===== config.mk =====
export PLATFORM = sky130hd
export DESIGN_NAME = pwm_deadtime
export DESIGN_NICKNAME = d
export VERILOG_FILES = /design/src/rtl/pwm_deadtime.sv
export SDC_FILE = /design/constraint.sdc
export NUM_CORES = 1
export LEC_CHECK = 0
export BUFFER_PORTS_ARGS = -buffer_cell sky130_fd_sc_hd__buf_2
export CAP_MARGIN = 30
export CELL_PAD_IN_SITES_DETAIL_PLACEMENT = 1
export CELL_PAD_IN_SITES_GLOBAL_PLACEMENT = 2
export CORE_ASPECT_RATIO = 1.5
export CORE_MARGIN = 1
export CORE_UTILIZATION = 30
export CTS_CLUSTER_SIZE = 30
export DETAILED_ROUTE_END_ITERATION = 10
export GPL_TIMING_DRIVEN = 0
export MAX_ROUTING_LAYER = met4
export PLACE_DENSITY_LB_ADDON = 0.1
export SYNTH_ARGS = -nofsm -noshare
export SYNTH_HDL_FRONTEND = slang
export SYNTH_SLANG_ARGS = --single-unit

===== constraint.sdc =====
create_clock -name clk -period 4.7 [get_ports clk]
set_input_delay 0.94 -clock clk [delete_from_list [all_inputs] [get_ports clk]]
set_output_delay 0.94 -clock clk [all_outputs]
set_load 0.05 [all_outputs]

===== src/rtl/pwm_deadtime.sv =====
// Dead-time insertion: turns a single-ended PWM into a complementary high/low gate pair.
// Optional fault latching is compiled in with `define PWM_DT_FAULT_EN.
module pwm_deadtime #(
  parameter int unsigned DT_W = 10
) (
  input  logic            clk,
  input  logic            reset,
  input  logic            pwm_in,
  input  logic            pwm_onoff,
  input  logic [DT_W-1:0] dt_rise,
  input  logic [DT_W-1:0] dt_fall,
`ifdef PWM_DT_FAULT_EN
  input  logic            fault,
  input  logic            fault_clr,
  output logic            fault_latched,
`endif
  output logic            pwm_h,
  output logic            pwm_l,
  output logic            dt_active,
  output logic [2:0]      state_o
);

  localparam logic PwmOn = 1'b1;

  typedef enum logic [2:0] {
    StOff  = 3'd0,
    StLow  = 3'd1,
    StDtLh = 3'd2,
    StHigh = 3'd3,
    StDtHl = 3'd4
  } state_e;

  state_e          state_q, state_d;
  logic [DT_W-1:0] cnt_q, cnt_d;
  logic            pwm_h_q, pwm_h_d;
  logic            pwm_l_q, pwm_l_d;
  logic            dt_active_q, dt_active_d;
  logic            force_off;

`ifdef PWM_DT_FAULT_EN
  logic fault_q, fault_d;

  // Fault wins over a simultaneous clear.
  always_comb begin
    fault_d = fault_q;
    if (fault) begin
      fault_d = 1'b1;
    end else if (fault_clr) begin
      fault_d = 1'b0;
    end
  end

  assign force_off     = (pwm_onoff != PwmOn) | fault | fault_q;
  assign fault_latched = fault_q;
`else
  assign force_off = (pwm_onoff != PwmOn);
`endif

  always_ff @(posedge clk) begin
    if (reset) begin
      state_q     <= StOff;
      cnt_q       <= '0;
      pwm_h_q     <= 1'b0;
      pwm_l_q     <= 1'b0;
      dt_active_q <= 1'b0;
`ifdef PWM_DT_FAULT_EN
      fault_q     <= 1'b0;
`endif
    end else begin
      state_q     <= state_d;
      cnt_q       <= cnt_d;
      pwm_h_q     <= pwm_h_d;
      pwm_l_q     <= pwm_l_d;
      dt_active_q <= dt_active_d;
`ifdef PWM_DT_FAULT_EN
      fault_q     <= fault_d;
`endif
    end
  end

  always_comb begin
    state_d = state_q;
    cnt_d   = cnt_q;
    if (force_off) begin
      state_d = StOff;
      cnt_d   = '0;
    end else begin
      unique case (state_q)
        StOff: begin
          if (pwm_in) begin
            state_d = StDtLh;
            cnt_d   = dt_rise;
          end else begin
            state_d = StLow;
          end
        end
        StLow: begin
          if (pwm_in) begin
            state_d = StDtLh;
            cnt_d   = dt_rise;
          end
        end
        StDtLh: begin
          // An input that falls back before the count expires aborts with no pulse.
          if (!pwm_in) begin
            state_d = StLow;
            cnt_d   = '0;
          end else if (cnt_q == '0) begin
            state_d = StHigh;
          end else begin
            cnt_d = cnt_q - DT_W'(1);
          end
        end
        StHigh: begin
          if (!pwm_in) begin
            state_d = StDtHl;
            cnt_d   = dt_fall;
          end
        end
        StDtHl: begin
          if (pwm_in) begin
            state_d = StHigh;
            cnt_d   = '0;
          end else if (cnt_q == '0) begin
            state_d = StLow;
          end else begin
            cnt_d = cnt_q - DT_W'(1);
          end
        end
        default: begin
          state_d = StOff;
          cnt_d   = '0;
        end
      endcase
    end
  end

  // Decoding the next state into flops keeps the gates glitch-free and state-aligned.
  always_comb begin
    pwm_h_d     = (state_d == StHigh);
    pwm_l_d     = (state_d == StLow);
    dt_active_d = (state_d == StDtLh) || (state_d == StDtHl);
  end

  assign pwm_h     = pwm_h_q;
  assign pwm_l     = pwm_l_q;
  assign dt_active = dt_active_q;
  assign state_o   = state_q;

endmodule


==> summary.txt <==
Critical path
  – Worst path max stage delay: 0.65 ns
  – Critical path class: reg -> reg
  – CP top delay family: simple AND/OR/NAND/NOR gates
  – Req. time, crit path: 4.89 ns
  – Crit path max fanout: 8
  – CP arrival: 2.93 ns
  – CP bufs+invs: 2
  – Crit path max-delay cell type: nor4_2
  – Crit path cell chain: inv_1 -> ha_1 -> or4b_1 -> buf_2 -> nor4_2 -> nor2_1 -> a211oi_2 -> a21boi_1
  – Crit. End Element: flip-flop
  – CP Launch Type: flip-flop

Global route
  – Initial antenna violation count: 0
  – Total grt overflow: 0
  – Total GRT Usage: 0.244
  – Vias in the first global route: 1474
  – Largest net degree at the start of global routing: 11
  – First-pass GRT wire length: 7.18 mm

Layout
  – Most frequent cells in the layout: buf_2, nor2_1, a21oi_1
  – Area delta synth->final: 22.1%
  – Ant. Diodes: 0
  – Final net count: 218
  – Utilization after layout: 0.381
  – Share of post-route cells with drive strength above 1: 0.198
  – Non-Filler Instances: 235
  – Commonest non-fill, non-tap cell in the layout: buf_2

Route
  – Antenna-violating nets left: 0
  – Routed wire length: 4.34 mm
  – DRC Markers: 0
  – Routed met3 length: 118 um
  – Met1 Routed Length: 1.75 mm
  – Initial DRC Count: 52
  – DR top layer: met4
  – Vias: 1376
  – Vias per inst: 5.86
  – Met2 wire length: 2.36 mm
  – Routed wire per std cell: 18.5 um
  – Pre-antenna DRT Iters: 4

Clock tree
  – # resized after CTS: 0
  – Num Clock Sinks: 16
  – CTS Buf Count: 3
  – Hold_buf cts: 0
  – CTS tree: yes
  – Clk root buf: clkbuf_8
  – Number of setup buffers added after CTS: 0
  – CTS clk-pin slew, worst paths: 0.07 ns
  – CTS H-tree depth: 1
  – Max Root-Sink Buffers: 2
  – Worst-Skew Late Latency: 0.26 ns

Synthesis
  – Syn_nets: 184
  – Synth Area in XOR/XNOR: 0
  – Async S/R FF share, synth: 0
  – Avg Inst Size Synth: 7.22 um^2
  – #FFs+latches synth: 16
  – Register area share after synthesis: 0.279
  – EDFF count, synth: 0
  – Post-synth top flop: dfxtp_1
  – Synth Area in Adders: 0.0109
  – Largest family of logic cells by synthesized area: compound AO/OA/AOI/OAI gates
  – Post-Synthesis Cells: 159
  – Synth Area in Compound Gates: 0.385
  – Mux share of post-synthesis cell area: 0
  – Yosys cell types: 40
  – Synthesis Warnings: 0
  – Mapped Area: 0.00115 mm^2
  – Simple-Gate Fraction of Synth Area: 0.263

STA
  – Max_slew headroom: 0.487
  – Period Utilization, post-route: 0.583
  – Final setup vio count: 0
  – Final hold violation count: 0
  – RSZ-0062 raised after global routing: no
  – Setup Skew: 0.00399 ns
  – Slew @ Worst Pin: 0.764 ns
  – Post-route minimum period: 2.74 ns
  – Fmax: 365 MHz
  – Final TNS setup: 0 ns
  – Final worst setup slack: 1.96 ns
  – Fin. max-slew vios: 0

Hold path
  – HP Class: reg -> reg

Power and ir drop
  – Lkg Pwr: 0.578 nW
  – PD cells: 263 mW/mm^2
  – Worst-case vdd ir drop: 109 uV
  – Total power: 368 uW

Die
  – Die X-Extent: 52.5 um
  – Core area: 0.00368 mm^2
  – Die H: 77.8 um
  – Starting Density: 0.312
  – I/O pin cnt: 30
  – Core Rows: 27
  – Die area: 0.00409 mm^2

Place
  – Routability cong.: 0.842
  – Placed Cells: 231
  – PortBufs: 29
  – Setup WS pre-CTS: 1.93 ns
  – DPL Wire Length: 3.31 mm

Run
  – Max_cap viols: 0

Run status
  – Outcome: complete, no violations
cells by family (layout without fill, tap and decap cells):
group                    count (synthesis)  after routing
adder cells (fa/ha/maj)                  1              1
flip-flops                              16             16
buffers and inverters                   19             52
AO/OA/AOI/OAI                           66             66
AND/OR/NAND/NOR                         57             57
flip-flops by register name (all words and copies together) (netlist names):
name	cells
cnt_q	10
state_o	3
dt_active	1
pwm_h	1
pwm_l	1
final cells by class:
cell class,count,area (um^2)
Buffer,12,46.3
Clock buffer,4,55.1
Fill cell,478,2280
Inverter,7,26.3
Multi-Input combinational cell,124,756
Sequential cell,16,320
Tap cell,43,53.8
Timing Repair Buffer,29,145
where the power goes:
part	leakage, nW	internal, mW	switching [mW]
clock	0.0288	0.0746	0.0556
sequential	0.130	0.140	0.00454
combinational	0.419	0.0353	0.0579
total	0.578	0.250	0.118
synth_stat cells (2+ instances only):
| cell | n | area [um^2] |
|---|---|---|
| nor2_1 | 20 | 75.1 |
| o22ai_1 | 5 | 31.3 |
| a32oi_1 | 6 | 52.6 |
| a21oi_1 | 18 | 90.1 |
| nand2b_1 | 3 | 18.8 |
| a211oi_1 | 3 | 22.5 |
| dfxtp_1 | 16 | 320 |
| nor3_1 | 6 | 30.0 |
| o311a_1 | 2 | 20.0 |
| clkbuf_1 | 10 | 37.5 |
| inv_1 | 7 | 26.3 |
| nand2_1 | 7 | 26.3 |
| or4_1 | 3 | 22.5 |
| a21o_1 | 2 | 15.0 |
| a32o_1 | 2 | 20.0 |
| nor2b_1 | 9 | 56.3 |
| or3_1 | 2 | 12.5 |
| a221oi_1 | 2 | 17.5 |
| o21ai_0 | 15 | 75.1 |
stage by stage:
stage | cell area [um^2] | hold WS (ns)
final | 1400 | 0.534
after global routing | 1400 | 0.600
after CTS | 1400 | 0.538
after detailed placement | 1350 | 0.528
after global placement | 1350 | 0.520
after floorplan | 1150 | 0.486
worst min-delay path, stage by stage (launching register included):
cell and delay (ns):
dfxtp_1 0.33, o21ai_0 0.08, o22ai_1 0.07
path summary, 6_finish.rpt:
check | startpoint | cells past startpoint | endpoint | slack (ns)
max | cnt_q[0] | 8 | pwm_l | 1.96
min | cnt_q[4] | 2 | cnt_q[4] | 0.53
max reg2reg | cnt_q[0] | 8 | pwm_l | 1.96
min reg2reg | cnt_q[4] | 2 | cnt_q[4] | 0.53
metal layers:
| metal | global-route usage | up-vias |
|---|---|---|
| li1 | - | 664 |
| met1 | 0.275 | 665 |
| met2 | 0.429 | 36 |
| met3 | 0.0176 | 11 |
| met4 | 0.0921 | 0 |
| met5 | - | - |
Note: power is estimated with default switching activity, not from simulation.
